File: src/rtl/rx_router_pkg.sv
// rx_router_pkg: shared stream type, parser state enum and default destination codes
package rx_router_pkg;
  typedef struct packed {
    logic [7:0] Data;
    logic       Valid;
    logic       SoP;
    logic       EoP;
  } UART_PACKET;
  typedef enum logic [1:0] {IDLE, FORWARD, DROP} RX_ROUTER_STATE;
  localparam logic [7:0] DEST1_DEFAULT = 8'h01;
  localparam logic [7:0] DEST2_DEFAULT = 8'h02;
endpackage

File: src/rtl/rx_router_fifo.sv
// rx_fifo: 10-bit first-word-fall-through FIFO; push_i/data_i in, pop_i/data_o out, full_o/almost_full_o/empty_o flags
module rx_fifo #(
  parameter int DEPTH = 16
) (
  input  logic       clk_i,
  input  logic       rst_i,
  input  logic       push_i,
  input  logic [9:0] data_i,
  input  logic       pop_i,
  output logic [9:0] data_o,
  output logic       full_o,
  output logic       almost_full_o,
  output logic       empty_o
);
  localparam int AW = $clog2(DEPTH);
  logic [9:0] mem_q [DEPTH];
  logic [AW:0] wr_q, rd_q, cnt;
  assign cnt = wr_q - rd_q;
  assign empty_o = wr_q == rd_q;
  assign full_o = (wr_q ^ rd_q) == {1'b1, {AW{1'b0}}};
  assign almost_full_o = cnt == (AW+1)'(DEPTH - 1);
  assign data_o = empty_o ? 10'h0 : mem_q[rd_q[AW-1:0]];
  always_ff @(posedge clk_i or posedge rst_i)
    if (rst_i) begin
      wr_q <= '0;
      rd_q <= '0;
    end else begin
      wr_q <= wr_q + (AW+1)'(push_i & !full_o);
      rd_q <= rd_q + (AW+1)'(pop_i & !empty_o);
    end
  always_ff @(posedge clk_i)
    if (push_i & !full_o) mem_q[wr_q[AW-1:0]] <= data_i;
endmodule

File: src/rtl/rx_router.sv
// rx_router: routes UART_PACKET stream to two FIFO-buffered outputs by SoP header; ipRxStream in, opRxStream1/2 with ipRxReady1/2 out, opDropCount
import rx_router_pkg::*;
module rx_router #(
  parameter int         DEPTH = 16,
  parameter logic [7:0] DEST1 = DEST1_DEFAULT,
  parameter logic [7:0] DEST2 = DEST2_DEFAULT
) (
  input  logic       ipClk,
  input  logic       ipReset,
  input  UART_PACKET ipRxStream,
  output UART_PACKET opRxStream1,
  input  logic       ipRxReady1,
  output UART_PACKET opRxStream2,
  input  logic       ipRxReady2,
  output logic [7:0] opDropCount
);
  RX_ROUTER_STATE state_q, state_d;
  logic dest2_q, dest2_d;
  logic [7:0] cnt_q, cnt_d;
  logic [8:0] cnt_sum;
  logic [1:0] inc;
  logic sop_in, hit1, hit2, routed, sel2, full_sel, af_sel, push, trunc;
  logic [9:0] wdata, head1, head2;
  logic full1, full2, af1, af2, empty1, empty2;
  assign sop_in = ipRxStream.Valid & ipRxStream.SoP;
  assign hit1 = ipRxStream.Data == DEST1;
  assign hit2 = ipRxStream.Data == DEST2 & !hit1;
  assign routed = ipRxStream.Valid & (ipRxStream.SoP ? (hit1 | hit2) : state_q == FORWARD);
  assign sel2 = ipRxStream.SoP ? hit2 : dest2_q;
  assign full_sel = sel2 ? full2 : full1;
  assign af_sel = sel2 ? af2 : af1;
  assign push = routed & !full_sel;
  assign trunc = push & af_sel & !ipRxStream.EoP;
  assign wdata = {ipRxStream.SoP, ipRxStream.EoP | trunc, ipRxStream.Data};
  assign inc = 2'(sop_in & state_q == FORWARD) + 2'(sop_in & !hit1 & !hit2) + 2'(routed & full_sel) + 2'(trunc);
  assign cnt_sum = {1'b0, cnt_q} + {7'd0, inc};
  always_comb begin
    state_d = (sop_in & !hit1 & !hit2) ? DROP :
              routed ? ((full_sel | trunc) ? DROP : (ipRxStream.EoP ? IDLE : FORWARD)) :
              (ipRxStream.Valid & ipRxStream.EoP & state_q == DROP) ? IDLE : state_q;
    dest2_d = (sop_in & (hit1 | hit2)) ? hit2 : dest2_q;
    cnt_d = cnt_sum[8] ? 8'hFF : cnt_sum[7:0];
  end
  always_ff @(posedge ipClk or posedge ipReset)
    if (ipReset) begin
      state_q <= IDLE;
      dest2_q <= 1'b0;
      cnt_q <= 8'h0;
    end else begin
      state_q <= state_d;
      dest2_q <= dest2_d;
      cnt_q <= cnt_d;
    end
  rx_fifo #(.DEPTH(DEPTH)) u_fifo1 (
    .clk_i(ipClk), .rst_i(ipReset), .push_i(push & !sel2), .data_i(wdata),
    .pop_i(ipRxReady1 & !empty1), .data_o(head1), .full_o(full1),
    .almost_full_o(af1), .empty_o(empty1)
  );
  rx_fifo #(.DEPTH(DEPTH)) u_fifo2 (
    .clk_i(ipClk), .rst_i(ipReset), .push_i(push & sel2), .data_i(wdata),
    .pop_i(ipRxReady2 & !empty2), .data_o(head2), .full_o(full2),
    .almost_full_o(af2), .empty_o(empty2)
  );
  assign opRxStream1 = '{Data: head1[7:0], Valid: !empty1, SoP: head1[9], EoP: head1[8]};
  assign opRxStream2 = '{Data: head2[7:0], Valid: !empty2, SoP: head2[9], EoP: head2[8]};
  assign opDropCount = cnt_q;
endmodule

File: config.mk
export PLATFORM = sky130hd
export DESIGN_NAME = rx_router
export DESIGN_NICKNAME = d
export VERILOG_FILES = /design/src/rtl/rx_router_pkg.sv /design/src/rtl/rx_router_fifo.sv /design/src/rtl/rx_router.sv
export SDC_FILE = /design/constraint.sdc
export NUM_CORES = 1
export LEC_CHECK = 0
export ABC_AREA = 1
export CORE_ASPECT_RATIO = 1.4
export CORE_MARGIN = 5
export CORE_UTILIZATION = 40
export CTS_CLUSTER_DIAMETER = 120
export DETAILED_ROUTE_END_ITERATION = 16
export PLACE_DENSITY = 0.59
export SETUP_SLACK_MARGIN = 0.3
export SYNTH_ARGS = -nofsm -noshare
export SYNTH_HDL_FRONTEND = slang
export SYNTH_HIERARCHICAL = 1
export SYNTH_SLANG_ARGS = --single-unit
File: constraint.sdc
create_clock -name ipClk -period 4.9 [get_ports ipClk]
set_input_delay 0.98 -clock ipClk [delete_from_list [all_inputs] [get_ports ipClk]]
set_output_delay 0.98 -clock ipClk [all_outputs]
set_load 0.02 [all_outputs]
[Yosys cells after proc, flatten, opt, wreduce, memory -nomap -nowiden]
Memory sizes are Yosys's and may differ from the RTL's.
Cells that the tools add are included.
Word-level totals
  register bits: 31
  memory bits (writable): 320
  bits of input ports: 15
  output and inout port bits: 30
  logic and storage cells: 85
  memories kept: 2
Memories
  u_fifo1.mem_q: depth 16, bits a word 10, rd ports 1, clocked after Yosys merged registers in 0, wr ports 1, line rx_router_fifo.sv:16  | logic [9:0] mem_q [DEPTH];
  u_fifo2.mem_q: depth 16, bits a word 10, rd ports 1, clocked after Yosys merged registers in 0, wr ports 1, line rx_router_fifo.sv:16
Cells by class
  add/subtract/negate cells: 10
  equal/unequal tests: 10
  muxes and demuxes: 16
  bitwise logic cells: 30
  reductions and logical operators: 10
Operators with widths (count)
  $and A1 B1 Y1: 25
  $add A5 B5 Y5: 4
  $mux W10: 2
  $eq A5 B4 Y1 const B: 2
  $eq A5 B5 Y1: 2
  $eq A5 B5 Y1 const B: 2
  $sub A5 B5 Y5: 2
  $xor A5 B5 Y5: 2
  $add A8 B2 Y9: 1
  $logic_not A1 Y1: 9
  $mux W1: 9
  $eq A8 B1 Y1 const B: 1
  $eq A8 B2 Y1 const B: 1
  $mux W2: 4
  $mux W8: 1
  $add A2 B1 Y2: 2
  $or A1 B1 Y1: 3
  $reduce_bool A3 Y1: 1
  $add A1 B1 Y2: 1
  $eq A2 B1 Y1 const B: 1
  $eq A2 B2 Y1 const B: 1

[Longest topological paths before layout]
  word-level depth: 13
  gate-level depth with buffers: 25
  depth with buffers taken out: 25

[Cells and area by module]
The synthesis kept the hierarchy.
Modules (own cells, without submodules)
  rx_fifo at u_fifo2: times used 1, cells an instance 751, area each 7662.3 sq um, seq. area each 5054.8 sq um
  rx_fifo at u_fifo1: times used 1, cells an instance 751, area each 7603.5 sq um, seq. area each 5054.8 sq um
  rx_router: times used 1, cells an instance 125, area each 902.1 sq um, seq. area each 275.3 sq um

[Worst setup path before layout]
Ideal clock, no wire load.
  kind: register to register
  start point: register u_fifo2.rd_q[2]
  end point: register cnt_q[5] (netlist: opDropCount[5])
  setup time: 0.129 ns
  data arrival time: 3.871 ns
  data required time: 4.771 ns
  path slack: 0.900 ns
  stages on the path, launching flop included: 24
  buffers on the path: 1
  period minus slack after synthesis: 4.000 ns
  cell sequence: dfrtp_1 -> inv_1 -> clkbuf_1 -> ha_1 -> nand2_1 -> inv_1 -> o21ai_0 -> a21oi_1 -> nor3_1 -> nand3_1 -> nand2_2 -> nand4_4 -> fa_1 -> inv_1 -> ha_1 -> ha_1 -> fa_1 -> nand2_1 -> nor2_1 -> inv_1 -> nor2_2 -> nand2_1 -> a21boi_1 -> o21ai_0
On the way
  elaborated cells on any way between the ends: 15
  those cells by class: add/sub: 4; eq/ne: 2; mux: 3; bitwise: 5; reduce/logical: 1
RTL lines
  start, declared: line rx_router_fifo.sv:17  | logic [AW:0] wr_q, rd_q, cnt;
  start signal, assigned: line rx_router_fifo.sv:29  | rd_q <= rd_q + (AW+1)'(pop_i & !empty_o);
  $sub A5 B5 Y5: line rx_router_fifo.sv:18  | assign cnt = wr_q - rd_q;
  $eq A5 B4 Y1: line rx_router_fifo.sv:21  | assign almost_full_o = cnt == (AW+1)'(DEPTH - 1);
  named net af2: line rx_router.sv:24  | logic full1, full2, af1, af2, empty1, empty2;
  $mux W1: line rx_router.sv:31  | assign af_sel = sel2 ? af2 : af1;
  $and A1 B1 Y1 (2 in a row): line rx_router.sv:33  | assign trunc = push & af_sel & !ipRxStream.EoP;
  $add A2 B1 Y2: line rx_router.sv:35  | assign inc = 2'(sop_in & state_q == FORWARD) + 2'(sop_in & !hit1 & !hit2) + 2'(routed & full_sel) + 2'(trunc);
  $add A8 B2 Y9: line rx_router.sv:36  | assign cnt_sum = {1'b0, cnt_q} + {7'd0, inc};
  $mux W8: line rx_router.sv:42  | cnt_d = cnt_sum[8] ? 8'hFF : cnt_sum[7:0];
  named net cnt_d[5]: line rx_router.sv:19  | logic [7:0] cnt_q, cnt_d;
  end signal, assigned: line rx_router.sv:52  | cnt_q <= cnt_d;
  end, declared: line rx_router.sv:19
The timed path passes the listed nets, and every way through them passes these cells.
A chain may end at the register's enable or synchronous reset.

[Worst setup path after layout]
Ends and elaborated chain as after synthesis.

==> results by group <==
Outcome
  • Outcome: finished clean

STA
  • Tmin final: 4.37 ns
  • RSZ-0062 raised after global routing: true
  • Setup TNS: 0 ns
  • Final Skew: 0.0135 ns
  • Max_slew headroom: 36.1%
  • Slew @ Worst Pin: 0.957 ns
  • Maximum clock frequency: 0.229 GHz
  • Hold Vio Cnt, Final: 0
  • Slew Viols, Final: 0
  • # setup viols final: 0
  • Crit share post-route: 89.2%
  • Fin worst setup slack: 0.530 ns

Place
  • Worst slack, placed: 0.132 ns
  • Detailed Place HPWL: 24.7 mm
  • Final weighted congestion in routability-driven placement: 0.844
  • IO Port Bufs: 44
  • Cells after DPL: 2203

Synth
  • Async SR Flop Fraction: 8.83%
  • Most frequent cell after synthesis: nand2_1
  • Post-synth top area share: 59.4%
  • Area leader, netlist: edfxtp_1
  • Top FF cell, synth: edfxtp_1
  • Synthesized flop and latch total: 351
  • Synth area leaders: edfxtp_1 59%, nand2_1 14%, inv_1 6.5%
  • Unique cell type count in the Yosys netlist: 39
  • Syn Area/Cell: 9.94 µm²
  • Sequential-to-total area share from yosys stat: 64.2%
  • Mapped Area: 16200 µm²
  • Post-synth EDFFs: 320
  • Synth warn: 6
  • Commonest cells in the netlist: 592 x nand2_1, 320 x edfxtp_1, 278 x inv_1
  • Syn_nets: 1665
  • Syn Inst Count: 1627

CTS
  • CTS root buf: clkbuf_16
  • Longest Clk Path Bufs: 3
  • Clock insertion delay at the later pin of the skew report: 0.53 ns
  • Worst-path clk slew: 0.06 ns
  • TritonCTS buffer count: 36
  • Clock tree from TritonCTS: built
  • # clock sinks: 351
  • H-tree levels: 2
  • Cts-stage hold buffer count: 0

Final layout
  • Synth-to-layout area growth: 14.7%
  • Post-Route Utilization: 46.2%
  • Layout cell share with drive strength beyond 1: 9.11%
  • Nets@finish: 1745
  • Final std cells w/o fill: 2270
  • # fillers: 3717

Floorplan
  • Die width: 180 µm
  • Height of the die: 248 µm
  • Initial core utilization: 40.3%
  • Row count: 87
  • Total die area: 44600 µm²
  • Area of the core: 40200 µm²
  • I/O pin count: 45

Worst setup path
  • Critical Path Fanout Max: 11
  • Setup crit end kind: flop
  • CP Launch Type: flop
  • CP Data Required Time: 5.29 ns
  • Crit Path Class: flop to flop
  • Worst path arrival time: 4.76 ns

Route
  • Routed wire length: 38.8 mm
  • Remaining DRCs: 0
  • Routed wire length per instance: 17.1 µm
  • Iter 0 DRT Violations: 621
  • Vias per inst: 4.76
  • Routed Antenna Nets: 0
  • Vias: 10801
  • DR pass1 iterations: 6

GRT
  • Largest net degree at the start of global routing: 83
  • Vias in the first global route: 10632
  • Number of antenna violations at the first check in global routing: 0
  • Total gr overflow: 0
  • Total GRT Usage: 17.2%
  • First-pass GRT wire length: 59.5 mm

Worst hold path
  • HP Class: flop to flop

Power and ir drop
  • Peak supply drop: 0.430 mV
  • Leak: 8.09 nW
  • Pwr Density: 534 nW/µm²

Run
  • Maxcap violations: 0
==> worst max-delay path, cell delays in order, from the launching register on <==
cell	delay, ns
dfrtp_1	0.37
inv_1	0.35
ha_1	0.39
nand2_1	0.09
inv_1	0.05
o21ai_0	0.20
a21oi_1	0.11
nor3_2	0.24
nand3_1	0.12
nand2_2	0.10
nand4_4	0.08
fa_1	0.48
inv_1	0.04
ha_1	0.27
ha_1	0.21
fa_1	0.41
nand2_1	0.10
nor2_1	0.04
inv_1	0.12
nor2_2	0.06
nand2_1	0.13
a21boi_1	0.17
o21ai_0	0.10
==> stage by stage <==
stage | hold slack, ns | power (mW) | area, µm²
floorplan | 0.449 | 5.99 | 16200
global placement | 0.466 | 7.20 | 17400
detailed placement | 0.478 | 7.25 | 17400
CTS | 0.492 | 10.0 | 18500
global route | 0.533 | 10.5 | 18500
finish | 0.485 | 9.90 | 18500
==> flip-flops by register name, indices dropped and copies added (netlist names) <==
| signal | cells |
|---|---|
| u_fifo2/rd_q | 5 |
| state_q | 2 |
| dest2_q | 1 |
| opDropCount | 8 |
| u_fifo2/wr_q | 5 |
| u_fifo1/mem_q | 160 |
| u_fifo1/rd_q | 5 |
| u_fifo2/mem_q | 160 |
| u_fifo1/wr_q | 5 |
==> cells by family after synthesis <==
kind of cell	Yosys count	share of synthesized area [%]
fa+ha+maj	23	1.97
xor+xnor	18	1.07
buf+inv	349	9.05
compound gates	41	1.67
simple gates	845	22.0
flops	351	64.2
==> what timing repair did <==
action	in CTS	in global routing
gates resized for setup	0	4
setup endpoints to repair	0	22
buffers inserted	0	0
==> cell usage in the layout (no fill, tap or decap), drive strengths merged, types with 4 or more instances in the layout <==
| cell type | count |
|---|---|
| a21oi | 27 |
| buf | 62 |
| bufinv | 4 |
| clkbuf | 47 |
| clkdlybuf4s50 | 44 |
| clkinv | 12 |
| dfrtp | 31 |
| edfxtp | 320 |
| fa | 4 |
| ha | 19 |
| inv | 287 |
| nand2 | 597 |
| nand3 | 181 |
| nand4 | 5 |
| nor2 | 24 |
| nor3 | 36 |
| o21ai | 11 |
| xnor2 | 7 |
| xor2 | 11 |
==> report_power, final <==
| part | switching, mW | internal [mW] | total, mW | leakage, nW |
|---|---|---|---|---|
| Clock | 1.11 | 1.61 | 2.72 | 0.574 |
| Combinational | 2.51 | 1.26 | 3.77 | 4.26 |
| Sequential | 0.0620 | 3.34 | 3.41 | 3.25 |
| Total | 3.69 | 6.22 | 9.90 | 8.09 |
==> final cells by class <==
cell class | instances | area [µm²] | area share [%]
diodes | 1 | 2.50 | 0.0135
clock buffers | 47 | 963 | 5.20
clock inverters | 19 | 209 | 1.13
inverters | 285 | 1070 | 5.78
multi-input cells | 927 | 4330 | 23.3
flip-flops and latches | 351 | 10400 | 56.0
well taps | 534 | 668 | 3.60
repair buffers | 106 | 913 | 4.93
==> metal layers <==
| metal | GRT usage, % | up-vias | part of all wire, % |
|---|---|---|---|
| li1 | - | 5357 | - |
| met1 | 20.1 | 5111 | 40 |
| met2 | 31.6 | 256 | 52 |
| met3 | 2.57 | 77 | 4.2 |
| met4 | 7.29 | 0 | 4.1 |
| met5 | 0 | - | 0 |
==> final timing paths <==
kind                                           start                         to  slack (ns)  cells after the start
min in group asynchronous                    ipReset  u_fifo1/wr_q[2]$_DFF_PP0_        0.94                      2
max in group asynchronous                    ipReset  u_fifo2/rd_q[0]$_DFF_PP0_        3.64                      2
hold / removal                state_q[0]$_DFFE_PP0P_     state_q[0]$_DFFE_PP0P_        0.49                      2
setup / recovery           u_fifo2/rd_q[2]$_DFF_PP0_   opDropCount[5]$_DFF_PP0_        0.53                     22
hold reg to reg               state_q[0]$_DFFE_PP0P_     state_q[0]$_DFFE_PP0P_        0.49                      2
setup reg to reg           u_fifo2/rd_q[2]$_DFF_PP0_   opDropCount[5]$_DFF_PP0_        0.53                     22
No activity file was read; power rests on OpenSTA's default activity.
==> variant 1, RTL diff (same flow settings) <==
Reset style: synchronous (`ipReset` and `rst_i`), changed in 2 clocked blocks.
--- a/src/rtl/rx_router_fifo.sv
+++ b/src/rtl/rx_router_fifo.sv
@@ -21,5 +21,5 @@
   assign almost_full_o = cnt == (AW+1)'(DEPTH - 1);
   assign data_o = empty_o ? 10'h0 : mem_q[rd_q[AW-1:0]];
-  always_ff @(posedge clk_i or posedge rst_i)
+  always_ff @(posedge clk_i)
     if (rst_i) begin
       wr_q <= '0;
--- a/src/rtl/rx_router.sv
+++ b/src/rtl/rx_router.sv
@@ -42,5 +42,5 @@
     cnt_d = cnt_sum[8] ? 8'hFF : cnt_sum[7:0];
   end
-  always_ff @(posedge ipClk or posedge ipReset)
+  always_ff @(posedge ipClk)
     if (ipReset) begin
       state_q <= IDLE;
Behaviour: differs if ipReset is asserted again (counterexample within 4 cycles, from zero or initial values and one cycle with ipReset high); with ipReset held inactive, the same outputs for 4 cycles.
==> variant 1 against the unedited design <==
  * Sequential cell count unchanged
  * Synthesized area down 0.15%
  * Clock skew down 1.9 ps
  * Cell count up 1.3%
  * Global-route usage about the same
  * Utilization down 0.15 points
  * Setup slack better by 100 ps
  * Wire length down 0.40%
  * Cell area down 0.59%
  * Largest cell class unchanged
Power is not compared: it rests on default switching activity, and its combinational part moved more than twofold at a synthesized area within 25%.
==> variant 1: results <==
{
  "status": "completed",
  "synthAdderAreaFrac_pct": 1.97,
  "yosys_warnings": 6,
  "met1_usage_pct": 20.5,
  "cts_buffers": 35,
  "grt_pass1_vias": 10900,
  "powerDensity_mw_per_mm2": 324,
  "yosys-mux-area-fraction_pct": 0,
  "dp_cells": 2238,
  "track_usage_pct": 17.2,
  "max_slew.worst_pin.slew_ps": 1030,
  "post-cts-setup-buffer-count": 0,
  "dp_hpwl_mm": 24.2,
  "crit_arrival_ps": 4690,
  "synthTopCellsByArea": "edfxtp_1 60%, nand2_1 14%, inv_1 6.5%, nand3_1 5.5%, dfxtp_1 3.8%",
  "ys_types": 41,
  "synth_common_cells": "591 x nand2_1, 320 x edfxtp_1, 281 x inv_1",
  "synth-edff-count": 320,
  "min_path_cells": 2,
  "grt_util_met3_pct": 2.45,
  "grt_max_degree": 82,
  "maxCapViolCount": 0,
  "ir_drop_mv": 0.250,
  "grt_pass1_wl_mm": 60.5,
  "hold_viol": 0,
  "insertion_delay_ps": 530,
  "final_cells": 2300,
  "worst_hold_path_type": "reg2reg",
  "wire_per_inst_um": 16.8,
  "num-nets-final": 1779,
  "synthArstFlopShare_pct": 0,
  "pwr-share-seq_pct": 54.6,
  "synth_cells": 1666,
  "ys_seq_area_share_pct": 63.4,
  "first_iter_violations": 783,
  "dp_slack_ps": 250,
  "synth_compound_area_share_pct": 2.01,
  "wl_met2_mm": 20.1,
  "drive_gt1_share_pct": 8.72,
  "power.switching_w": 0.00120,
  "grtUsageMet2_pct": 32.2,
  "n_fill_cell": 3853,
  "drt_pass1_iterations": 5,
  "skew_ps": 11.6,
  "wl_met3_mm": 1.62,
  "n_antenna_cell": 0,
  "viasPerCell": 4.81,
  "place.gp.congestion": 0.849,
  "clk_pin_slew_ps": 70,
  "synth-xor-area-share_pct": 0.589,
  "crit_family": "adder cells",
  "wl_met1_mm": 15.8,
  "worstPathMaxFanout": 4,
  "placed_cell_area_mm2": 0.0173
}
==> variant 1: what timing repair did <==
action,CTS,global route
hold buffers,0,0
resized for setup,0,1
endpoints found under the setup margin,0,2
hold endpoints to repair,0,0
==> variant 1: cell type report <==
type	count	area share [%]
inverters	294	6.03
clock inverters	17	0.774
multi-input cells	954	23.9
flip-flops and latches	351	55.5
well taps	534	3.62
repair buffers	105	5.01
clock buffers	45	5.18
==> variant 1: worst min-delay path, stage by stage (launching register included) <==
cell	delay, ps
dfxtp_1	320
nand2_1	60
a21oi_1	60
==> variant 1: path summary, 6_finish.rpt <==
path	startpoint	to	slack (ps)
worst min register to register	state_q[0]$_SDFFE_PP0P_	state_q[0]$_SDFFE_PP0P_	480
worst max-delay path	u_fifo1/wr_q[0]$_SDFF_PP0_	opDropCount[3]$_SDFF_PP0_	630
worst max register to register	u_fifo1/wr_q[0]$_SDFF_PP0_	opDropCount[3]$_SDFF_PP0_	630
worst min-delay path	state_q[0]$_SDFFE_PP0P_	state_q[0]$_SDFFE_PP0P_	480
==> variant 2, RTL diff (same settings) <==
Made on the original files. `DEPTH` is set to 16 in 2 places; all go to 8.
--- a/src/rtl/rx_router_fifo.sv
+++ b/src/rtl/rx_router_fifo.sv
@@ -1,5 +1,5 @@
 // rx_fifo: 10-bit first-word-fall-through FIFO; push_i/data_i in, pop_i/data_o out, full_o/almost_full_o/empty_o flags
 module rx_fifo #(
-  parameter int DEPTH = 16
+  parameter int DEPTH = 8
 ) (
   input  logic       clk_i,
--- a/src/rtl/rx_router.sv
+++ b/src/rtl/rx_router.sv
@@ -2,5 +2,5 @@
 import rx_router_pkg::*;
 module rx_router #(
-  parameter int         DEPTH = 16,
+  parameter int         DEPTH = 8,
   parameter logic [7:0] DEST1 = DEST1_DEFAULT,
   parameter logic [7:0] DEST2 = DEST2_DEFAULT
Formal check against the unedited RTL: not equivalent (a bounded check fails within 10 cycles, from zero or initial values and one cycle with ipReset high).
==> variant 2 against the unedited design <==
  * Wire length down 50%
  * Fmax up 3.8%
  * Sequential cell count down 164
  * Setup slack better by 160 ps
  * Cell area down 43%
  * Synthesized area down 44%
  * Total power down 45%
  * Critical path depth unchanged
  * Critical endpoint unchanged
==> variant 2: results <==
{
  "worst_hold_path_type": "reg2reg",
  "grt_max_degree": 43,
  "power.leakage_nw": 4.84,
  "synthTopCellsByArea": "edfxtp_1 53%, nand2_1 10%, inv_1 8.8%, dfrtp_1 7.5%, nand3_1 6.8%",
  "grt_pass1_vias": 6098,
  "htree_num_levels": 4,
  "n_antenna_cell": 0,
  "p_clk_w": 0.00136,
  "cts_max_path_buffers": 2,
  "viasPerCell": 4.59,
  "met1_usage_pct": 19.3,
  "placed_cell_area_mm2": 0.00992,
  "slew_viol_final": 0,
  "status": "completed",
  "track_usage_pct": 16.0,
  "grt_pass1_wl_mm": 31.4,
  "synthFlopType": "edfxtp_1",
  "p_comb_w": 0.00222,
  "dp_slack_ps": 226,
  "synth_common_cells": "243 x nand2_1, 212 x inv_1, 160 x edfxtp_1",
  "post-cts-setup-buffer-count": 0,
  "netSwitchingFraction_pct": 39.1,
  "n_fill_cell": 2117,
  "synthArstFlopShare_pct": 14.4,
  "crit_arrival_ps": 4510,
  "drive_gt1_share_pct": 9.02,
  "first_iter_violations": 389,
  "yosys_warnings": 6,
  "grt_util_met3_pct": 2.58,
  "ys_types": 33,
  "place.gp.congestion": 0.834,
  "ys_seq_area_share_pct": 60.9,
  "worstPathMaxFanout": 6,
  "cts_root_buf": "clkbuf_16",
  "skew_ps": 15.9,
  "cts_buffers": 17,
  "crit_family": "adder cells",
  "synth-edff-count": 160,
  "antenna_found_initial": 0,
  "num-nets-final": 1054,
  "cpPeakStageDelay_ps": 540,
  "clk_pin_slew_ps": 80,
  "dp_hpwl_mm": 12.6,
  "insertion_delay_ps": 430,
  "grtUsageMet2_pct": 29.1,
  "reg2reg_from": "u_fifo1/wr_q[0]$_DFF_PP0_",
  "cp-start-kind": "flop",
  "ir_drop_mv": 0.265,
  "drt_pass1_iterations": 5,
  "max_slew.worst_pin.slew_ps": 727,
  "wire_per_inst_um": 14.6,
  "syn_nets": 987
}
## variant 2: cell count changes after synthesis, sizes merged, moves of 4 or more
cell	before	now
inv	284	217
a21oi	27	7
nor3	36	2
nor2	24	78
dfrtp	31	27
nand3	181	128
buf	58	28
edfxtp	320	160
xor2	11	7
clkbuf	6	2
nand2	597	248
## variant 2: logic make-up (layout without fill, tap and decap cells)
logic type	Yosys count	in the layout	synth area share (%)
simple gates	461	461	22.2
buf+inv	248	328	10.8
flops	187	187	60.9
fa+ha+maj	21	21	3.26
compound gates	20	20	1.39
xor+xnor	14	14	1.36
## variant 2: worst paths after layout
kind,depth (start not counted),endpoint,slack (ps)
max,22,opDropCount[5]$_DFF_PP0_,690
min,2,state_q[0]$_DFFE_PP0P_,490
max reg2reg,22,opDropCount[5]$_DFF_PP0_,690
min reg2reg,2,state_q[0]$_DFFE_PP0P_,490
max in group asynchronous,2,opDropCount[5]$_DFF_PP0_,3650
min in group asynchronous,2,u_fifo1/wr_q[3]$_DFF_PP0_,890
## variant 2: through the flow
step	total power (W)	std cells
2_1_floorplan	0.00331	951
3_3_place_gp	0.00411	1300
3_5_place_dp	0.00413	1300
4_1_cts	0.00549	1332
5_1_grt	0.00579	1332
6_report	0.00543	1332
## variant 2: repair_timing
item / CTS / global route
hold endpoints to repair: 0 / 0
gates resized for setup: 0 / 2
setup endpoints to repair: 0 / 1
## variant 2: layout make-up
cell class	count	area (um^2)	share of cell area, %
Sequential cell	187	5480	52.1
Multi-Input combinational cell	516	2540	24.2
Inverter	218	823	7.83
Timing Repair Buffer	78	696	6.62
Clock buffer	17	425	4.05
Tap cell	301	377	3.58
Clock inverter	15	171	1.63
## variant 2: routing by layer
layer	up-vias	part of all wire, %
met5	-	0
met4	0	1.4
met3	19	2.8
met2	111	54
met1	2883	42
li1	3100	-
